[src/rtl/fifo_pattern_reader_if.sv]
// fifo_pattern_reader_if: FIFO read port plus control/status bundle for the pattern reader
interface fifo_pattern_reader_if #(
  parameter int WIDTH     = 8,
  parameter int CNT_WIDTH = 16
);
  logic                 run;
  logic                 clr_stats;
  logic                 rd_req;
  logic                 rd_empty;
  logic [WIDTH-1:0]     rd_dat;
  logic                 locked;
  logic                 err;
  logic [CNT_WIDTH-1:0] err_cnt;
  logic [CNT_WIDTH-1:0] word_cnt;
  modport master (
    input  run, clr_stats, rd_empty, rd_dat,
    output rd_req, locked, err, err_cnt, word_cnt
  );
  modport slave (
    output run, clr_stats, rd_empty, rd_dat,
    input  rd_req, locked, err, err_cnt, word_cnt
  );
endinterface

[src/rtl/fifo_pattern_reader.sv]
// fifo_pattern_reader: drains a FIFO read port and checks words against an incrementing pattern
module fifo_pattern_reader #(
  parameter int               WIDTH      = 8,
  parameter int               CNT_WIDTH  = 16,
  parameter logic [WIDTH-1:0] INC        = 1,
  parameter logic [WIDTH-1:0] SEED       = 0,
  parameter bit               SYNC_MODE  = 0,
  parameter int               LOSS_LIMIT = 4
) (
  input logic                   clk,
  input logic                   aclr,
  fifo_pattern_reader_if.master bus
);
  typedef enum logic {HUNT, LOCK} state_t;
  localparam state_t RST_STATE = SYNC_MODE ? HUNT : LOCK;
  localparam logic [CNT_WIDTH-1:0] CNT_MAX = '1;
  state_t               state_q;
  logic                 vld_q, err_q, err_d, hit, bad, lost;
  logic [WIDTH-1:0]     exp_q;
  logic [7:0]           miss_q, miss_inc;
  logic [CNT_WIDTH-1:0] err_cnt_q, err_cnt_d, word_cnt_q, word_cnt_d;
  assign bus.rd_req   = bus.run & !bus.rd_empty;
  assign bus.locked   = state_q == LOCK;
  assign bus.err      = err_q;
  assign bus.err_cnt  = err_cnt_q;
  assign bus.word_cnt = word_cnt_q;
  // compare result and saturating statistics, with clr_stats overriding any increment
  always_comb begin
    hit        = bus.rd_dat == exp_q;
    bad        = vld_q && state_q == LOCK && !hit;
    miss_inc   = miss_q + 8'd1;
    lost       = SYNC_MODE && bad && miss_inc == 8'(LOSS_LIMIT);
    err_d      = !bus.clr_stats && (err_q || bad);
    err_cnt_d  = bus.clr_stats ? '0 : bad && err_cnt_q != CNT_MAX ? err_cnt_q + 1'b1 : err_cnt_q;
    word_cnt_d = bus.clr_stats ? '0 : vld_q && word_cnt_q != CNT_MAX ? word_cnt_q + 1'b1 : word_cnt_q;
  end
  // HUNT/LOCK tracker: the edge after an accepted read compares rd_dat against the expected stream
  always_ff @(posedge clk or posedge aclr) begin
    if (aclr) begin
      state_q    <= RST_STATE;
      exp_q      <= SEED;
      miss_q     <= '0;
      vld_q      <= 1'b0;
      err_q      <= 1'b0;
      err_cnt_q  <= '0;
      word_cnt_q <= '0;
    end else begin
      vld_q      <= bus.rd_req;
      err_q      <= err_d;
      err_cnt_q  <= err_cnt_d;
      word_cnt_q <= word_cnt_d;
      if (vld_q && state_q == HUNT) begin
        exp_q   <= bus.rd_dat + INC;
        miss_q  <= '0;
        state_q <= LOCK;
      end else if (vld_q) begin
        exp_q   <= exp_q + INC;
        miss_q  <= hit || lost ? '0 : miss_inc;
        state_q <= lost ? HUNT : LOCK;
      end
    end
  end
endmodule

[src/flat_wrapper.sv]
// flat-port wrapper written by rule: the top's interface ports become plain ports
module fifo_pattern_reader_flat 
#(
  parameter int               WIDTH      = 8,
  parameter int               CNT_WIDTH  = 16,
  parameter logic [WIDTH-1:0] INC        = 1,
  parameter logic [WIDTH-1:0] SEED       = 0,
  parameter bit               SYNC_MODE  = 0,
  parameter int               LOSS_LIMIT = 4
)
  (clk, aclr, bus_run, bus_clr_stats, bus_rd_empty, bus_rd_dat, bus_rd_req, bus_locked, bus_err, bus_err_cnt, bus_word_cnt);
  fifo_pattern_reader_if #(.WIDTH(WIDTH), .CNT_WIDTH(CNT_WIDTH)) bus_i ();
  input logic clk;
  input logic aclr;
  input wire logic [$bits(bus_i.run)-1:0] bus_run;
  input wire logic [$bits(bus_i.clr_stats)-1:0] bus_clr_stats;
  input wire logic [$bits(bus_i.rd_empty)-1:0] bus_rd_empty;
  input wire logic [$bits(bus_i.rd_dat)-1:0] bus_rd_dat;
  output wire logic [$bits(bus_i.rd_req)-1:0] bus_rd_req;
  output wire logic [$bits(bus_i.locked)-1:0] bus_locked;
  output wire logic [$bits(bus_i.err)-1:0] bus_err;
  output wire logic [$bits(bus_i.err_cnt)-1:0] bus_err_cnt;
  output wire logic [$bits(bus_i.word_cnt)-1:0] bus_word_cnt;
  assign bus_i.run = bus_run;
  assign bus_i.clr_stats = bus_clr_stats;
  assign bus_i.rd_empty = bus_rd_empty;
  assign bus_i.rd_dat = bus_rd_dat;
  assign bus_rd_req = bus_i.rd_req;
  assign bus_locked = bus_i.locked;
  assign bus_err = bus_i.err;
  assign bus_err_cnt = bus_i.err_cnt;
  assign bus_word_cnt = bus_i.word_cnt;
  fifo_pattern_reader #(.WIDTH(WIDTH), .CNT_WIDTH(CNT_WIDTH), .INC(INC), .SEED(SEED), .SYNC_MODE(SYNC_MODE), .LOSS_LIMIT(LOSS_LIMIT)) u_core (.clk(clk), .aclr(aclr), .bus(bus_i));
endmodule
[config.mk]
export PLATFORM = sky130hd
export DESIGN_NAME = fifo_pattern_reader_flat
export DESIGN_NICKNAME = d
export VERILOG_FILES = /design/src/rtl/fifo_pattern_reader_if.sv /design/src/rtl/fifo_pattern_reader.sv /design/src/flat_wrapper.sv
export SDC_FILE = /design/constraint.sdc
export NUM_CORES = 1
export LEC_CHECK = 0
export BUFFER_PORTS_ARGS = -buffer_cell sky130_fd_sc_hd__buf_2
export CAP_MARGIN = 10
export CORE_ASPECT_RATIO = 0.7
export CORE_MARGIN = 4
export CORE_UTILIZATION = 28
export CTS_BUF_LIST = sky130_fd_sc_hd__clkbuf_8
export DETAILED_ROUTE_END_ITERATION = 10
export MAX_ROUTING_LAYER = met4
export PLACE_DENSITY_LB_ADDON = 0.2
export SYNTH_ARGS = -nofsm -noshare
export SYNTH_HDL_FRONTEND = slang
export SYNTH_SLANG_ARGS = --single-unit
export TNS_END_PERCENT = 10
[constraint.sdc]
create_clock -name clk -period 3.9 [get_ports clk]
set_input_delay 0.585 -clock clk [delete_from_list [all_inputs] [get_ports clk]]
set_output_delay 0.585 -clock clk [all_outputs]
set_load 0.02 [all_outputs]
==> metrics.yaml, run 1 <==
dieArea_sq_um: 9730
multi_input_area_sq_um: 1150
reg2reg_from: "u_core.bus.err_cnt[7]"
gp_congestion: 0.774
ir_drop_mv: 0.116
status: "finished clean"
clkTransAtPathRegs_ns: 0.08
std_cell_rows: 27
cts_root_buffer: "clkbuf_8"
cp-start-kind: "register"
final_common_cell: "buf_2"
drt_iter0_drc: 83
critPathRequiredTime_ns: 4.08
clk_path_buf_depth: 2
hold_class: "input pin to async pin"
synthFlopType: "dfrtp_1"
crit_buf_inv: 0
synth.net_count: 251
final_util: 0.339
nNetsFinal: 294
cp-endpoint: "u_core.bus.err_cnt[3]"
endpoint_kind: "register"
hpwlAfterDp_um: 3810
instances_no_fill: 379
ys_ff_latch: 42
drtPass1Iterations: 4
crit_chain: "and4_1, nand3_2, nor3b_4, nor3_1, mux2_1"
worst_path_dominant_cell_family: "simple AND/OR/NAND/NOR gates"
io_buffers: 46
yosysSeqAreaShare: 0.458
wirelength_um: 5410
grt_max_degree: 43
cp-startpoint: "u_core.bus.err_cnt[7]"
overflow: 0
setup_tns_ns: 0
p_leak_nw: 1.22
start_util: 0.290
htreeDepth: 2
r2r-end: "u_core.bus.err_cnt[3]"
antenna_found_initial: 0
syn-cell-area_sq_um: 2290
synth_cells: 235
ys_warn_count: 0
insertion_delay_ns: 0.29
grt_pass1_wl_um: 8920
dp_cells: 372
hold_violations: 0
seq_area_sq_um: 1050
dieHeight_um: 83.7
rsz0062_at_grt: "no"
wl_per_cell_um: 14.3
post-route-min-period_ns: 2.23
ant_nets: 0
synth.avg_cell_area_sq_um: 9.76
worst_pin_slew_ns: 0.828
slew_violations: 0
die_w_um: 116
slew_headroom: 0.448
drc: 0
worst_ep_arrival_time_ns: 2.41
cts_setup_buffers: 0
design.core.area_sq_um: 7910
max_stage_delay_ns: 0.71
critPathMaxFanout: 24
cts.sinks: 42
area_delta_synth_final_pct: 16.6
maxCapViolations: 0
drive_gt1_frac: 0.216
path_depth: 5
cts_tree: "done"
most-common-layout-cells: "46 x buf_2, 42 x dfrtp_1, 22 x nor2_1, 20 x xnor2_1, 18 x a21oi_1"
io_pins: 48
finalCritPeriodShare: 0.573
r2r_slack_ns: 1.67
synth-edff-count: 0
setup-violations-final: 0
finalClockSkew_ns: 0.00718
cts_buffers: 5
critPathKind: "register to register"
max_freq_ghz: 0.448
num-fill-cells: 843
async_flop_share: 1.00
cts.repair.resized: 0
grt.total_usage: 0.116
reg2reg_depth: 5
p_per_area_nw_per_um2: 332
diodes: 0
post-place-ws_ns: 1.68
crit_path_top_delay_cell: "nor3b_4"
dr_total_vias: 1850
ys_types: 45
vias_per_cell: 4.88
holdBufCountCts: 0
layout_setup_ws_ns: 1.67
grt_pass1_vias: 1763
-- state kept, by name (all words and copies together), names as in the netlist --
register and flops:
u_core.bus.word_cnt 16, u_core.bus.err_cnt 16, u_core.bus.err 1, u_core.vld_q 1, u_core.exp_q 8
-- per-stage QoR --
| stage | total power, mW | hold slack (ns) | area [sq um] |
|---|---|---|---|
| floorplan | 0.604 | 0.462 | 2290 |
| global placement | 0.638 | 0.475 | 2600 |
| detailed placement | 0.640 | 0.488 | 2600 |
| CTS | 0.907 | 0.433 | 2680 |
| global route | 0.937 | 0.436 | 2680 |
| finish | 0.888 | 0.420 | 2680 |
-- cells in the mapped netlist, types with 2 or more instances --
cell type / count / area [sq um]
buf_2: 2 / 10.0
dfrtp_1: 42 / 1050
mux2_2: 2 / 22.5
and4_1: 5 / 43.8
nand3_1: 12 / 60.1
o21ai_0: 3 / 15.0
xor2_1: 9 / 78.8
nor2_1: 22 / 82.6
xnor2_1: 20 / 175
nand2_1: 12 / 45.0
o31ai_1: 8 / 60.1
ha_1: 3 / 37.5
a211oi_1: 2 / 15.0
clkbuf_1: 6 / 22.5
and3_1: 4 / 25.0
nor3_1: 2 / 10.0
a21oi_1: 18 / 90.1
nand4_1: 15 / 93.8
nor2b_1: 3 / 18.8
inv_1: 7 / 26.3
and2_1: 2 / 12.5
o211ai_1: 2 / 15.0
buf_6: 2 / 22.5
or3_1: 3 / 18.8
or4_1: 9 / 67.6
-- worst min path at each step --
| stage | startpoint | endpoint | slack, ns | cells after the start |
|---|---|---|---|---|
| finish | aclr | u_core.bus.err_cnt[13] | 0.42 | 3 |
| global placement | u_core.exp_q[7] | u_core.exp_q[7] | 0.48 | 1 |
| CTS | bus_rd_empty | u_core.vld_q | 0.43 | 2 |
| floorplan | u_core.exp_q[7] | u_core.exp_q[7] | 0.46 | 1 |
| detailed placement | u_core.exp_q[7] | u_core.exp_q[7] | 0.49 | 1 |
| global route | bus_rd_empty | u_core.vld_q | 0.44 | 2 |
-- tightest hold or removal path: stages --
cell	delay [ns]
buf_2	0.10
clkinv_1	0.03
buf_4	0.45
-- report_power, final --
group | internal (mW) | switching [mW]
registers | 0.467 | 0.0432
logic | 0.0592 | 0.0580
clock network | 0.118 | 0.142
total | 0.645 | 0.244
-- final cells by class --
type                            count  share of cell area
Multi-Input combinational cell    174               0.430
Sequential cell                    42               0.393
Timing Repair Buffer               48              0.0916
Tap cell                          101              0.0472
Clock buffer                        5              0.0257
Inverter                            7             0.00982
Clock inverter                      2             0.00281
-- cell families after synthesis --
family | share of synthesized area
AO/OA/AOI/OAI | 0.113
XOR/XNOR | 0.111
adder cells (fa/ha/maj) | 0.0164
buffers and inverters | 0.0403
flip-flops | 0.458
multiplexers | 0.0191
other | 0.00163
AND/OR/NAND/NOR | 0.240
-- routing by layer --
layer	up-vias	routed length (um)	global-route usage
li1	937	-	-
met1	872	2820	0.169
met2	39	2270	0.164
met3	2	310	0.0290
met4	0	15	0.0190
met5	-	0	-
(Power assumes the default switching activity.)
==> run 2, diff against run 1 <==
Clock period 3.9 ns to 1.95 ns, I/O delays scaled along.
==> metrics.yaml, run 2 (synthesized netlist as in run 1, its figures left out) <==
drc: 0  # unchanged
cts_tree: "done"
p_seq_frac: 0.541  # -0.034
critPathMaxFanout: 29  # +21%
hold_violations: 0  # unchanged
grt.total_usage: 0.125  # +0.00896
drtPass1Iterations: 4  # unchanged
layout_setup_ws_ns: 0.0951  # -1.57 ns
max_stage_delay_ns: 0.44  # -0.27 ns
slew_violations: 0  # unchanged
cts.sinks: 42  # unchanged
power_frac_clock: 0.325  # +0.031
wirelength_um: 5550  # +2.5%
cts_setup_buffers: 0  # unchanged
antenna_found_initial: 0  # unchanged
post-place-ws_ns: 0.0850  # -1.59 ns
highest_layer: "met4"
wl_met3_um: 309  # -0.32%
cts_buffers: 5  # unchanged
combPwrFrac: 0.134  # +0.002
std_cell_rows: 27  # unchanged
endpoint_kind: "register"
drt_iter0_drc: 76  # -8.4%
critPathRequiredTime_ns: 2.15  # -1.93 ns
nNetsFinal: 313  # +6.5%
final_common_cell: "buf_2"
finalCritPeriodShare: 0.951  # +0.379
hold_slack_ns: 0.104  # -0.316 ns
final_util: 0.361  # +0.0228
cp-start-kind: "register"
p_sw_frac: 0.295  # +0.0212
clk_path_buf_depth: 2  # unchanged
slew_headroom: 0.634  # +0.186
instances_no_fill: 399  # +5.3%
power_switching_uw: 557  # +130%
worst_ep_arrival_time_ns: 2.05  # -0.36 ns
wl_per_cell_um: 13.9  # -2.6%
design.core.area_sq_um: 7910  # unchanged
grt_max_degree: 43  # unchanged
die_w_um: 116  # unchanged
worst_pin_slew_ns: 0.550  # -0.278 ns
grt_pass1_wl_um: 9480  # +6.3%
most-common-layout-cells: "46 x buf_2, 42 x dfrtp_1, 22 x nor2_1, 20 x xnor2_1, 20 x buf_4"
dp_cells: 391  # +5.1%
finalClockSkew_ns: 0.0141  # +0.00688 ns
p_per_area_nw_per_um2: 660  # +99%
area_delta_synth_final_pct: 24.5
route.met2.wl_um: 2330  # +2.5%
rsz0062_at_grt: "no"
dieHeight_um: 83.7  # unchanged
crit_chain: "xnor2_1, nand4_1, o21ai_2, buf_12, nor3_1, mux2_1"
cts_root_buffer: "clkbuf_8"
p_leak_nw: 1.33  # +8.9%
num-fill-cells: 815  # -3.3%
ant_nets: 0  # unchanged
hpwlAfterDp_um: 4060  # +6.6%
dr_total_vias: 1911  # +3.3%
p_int_mw: 1.33  # +110%
cp-startpoint: "u_core.exp_q[2]"
io_buffers: 46  # unchanged
vias_per_cell: 4.79  # -1.9%
post-route-min-period_ns: 1.85  # -0.378 ns
drive_gt1_frac: 0.282  # +0.0661
dieArea_sq_um: 9730  # unchanged
maxCapViolations: 0  # unchanged
ir_drop_mv: 0.290  # +150%
diodes: 0  # unchanged
max_freq_ghz: 0.539  # +20%
overflow: 0  # unchanged
setup_tns_ns: 0  # unchanged
hold_class: "input pin to async pin"
crit_path_top_delay_cell: "dfrtp_1"
grt_pass1_vias: 1881  # +6.7%
insertion_delay_ns: 0.30  # about the same
gp_congestion: 0.784  # +1.2%
setup-violations-final: 0  # unchanged
reg2reg_from: "u_core.exp_q[2]"
wl_met1_um: 2890  # +2.6%
io_pins: 48  # unchanged
status: "finished clean"
htreeDepth: 2  # unchanged
start_util: 0.290  # unchanged
critPathKind: "register to register"
clkTransAtPathRegs_ns: 0.10  # +0.02 ns
==> run 2: metrics by stage <==
stage	power, mW	area [sq um]
finish	1.89	2860
global route	2.01	2860
CTS	1.92	2850
detailed placement	1.29	2760
global placement	1.29	2760
floorplan	1.21	2290
==> run 2: what timing repair did <==
action	in CTS	in global routing
setup endpoints to repair	0	5
resized for setup	0	2
hold buffers	0	0
==> run 2: cell type report <==
type | instances | area (sq um) | area share
inverters | 7 | 26.3 | 0.00920
multi-input cells | 174 | 1160 | 0.405
clock inverters | 3 | 26.3 | 0.00920
repair buffers | 67 | 400 | 0.140
flip-flops and latches | 42 | 1050 | 0.368
clock buffers | 5 | 68.8 | 0.0241
well taps | 101 | 126 | 0.0442
==> run 2: critical path: cells and delay by family, from the launching register on <==
| family | cells | cell delay (ns) |
|---|---|---|
| muxes | 1 | 0.32 |
| DFF | 1 | 0.44 |
| xor gates and xnor gates | 1 | 0.22 |
| buffers and inverters | 1 | 0.19 |
| AOI/OAI and AO/OA | 1 | 0.25 |
| and+or+nand+nor | 2 | 0.32 |
==> run 2: power by group through the flow <==
stage	logic [mW]	clock network (mW)	registers, mW
floorplan	0.182	0	1.03
global placement	0.250	0	1.03
detailed placement	0.255	0	1.04
CTS	0.256	0.640	1.02
global route	0.289	0.688	1.03
finish	0.253	0.613	1.02
==> run 2: path summary, 6_finish.rpt <==
path | end | slack (ns) | cells past startpoint
hold reg to reg | u_core.exp_q[7] | 0.50 | 1
hold / removal | u_core.bus.err_cnt[9] | 0.10 | 3
setup / recovery | u_core.bus.err_cnt[3] | 0.1 | 6
setup reg to reg | u_core.bus.err_cnt[3] | 0.1 | 6
max in group asynchronous | u_core.bus.word_cnt[12] | 1.45 | 3
min in group clk | u_core.vld_q | 0.14 | 2
==> run 2: routing by layer <==
layer | global-route usage | up-vias
met2 | 0.169 | 46
li1 | - | 975
met1 | 0.184 | 886
met5 | - | -
met3 | 0.0413 | 4
met4 | 0.0190 | 0
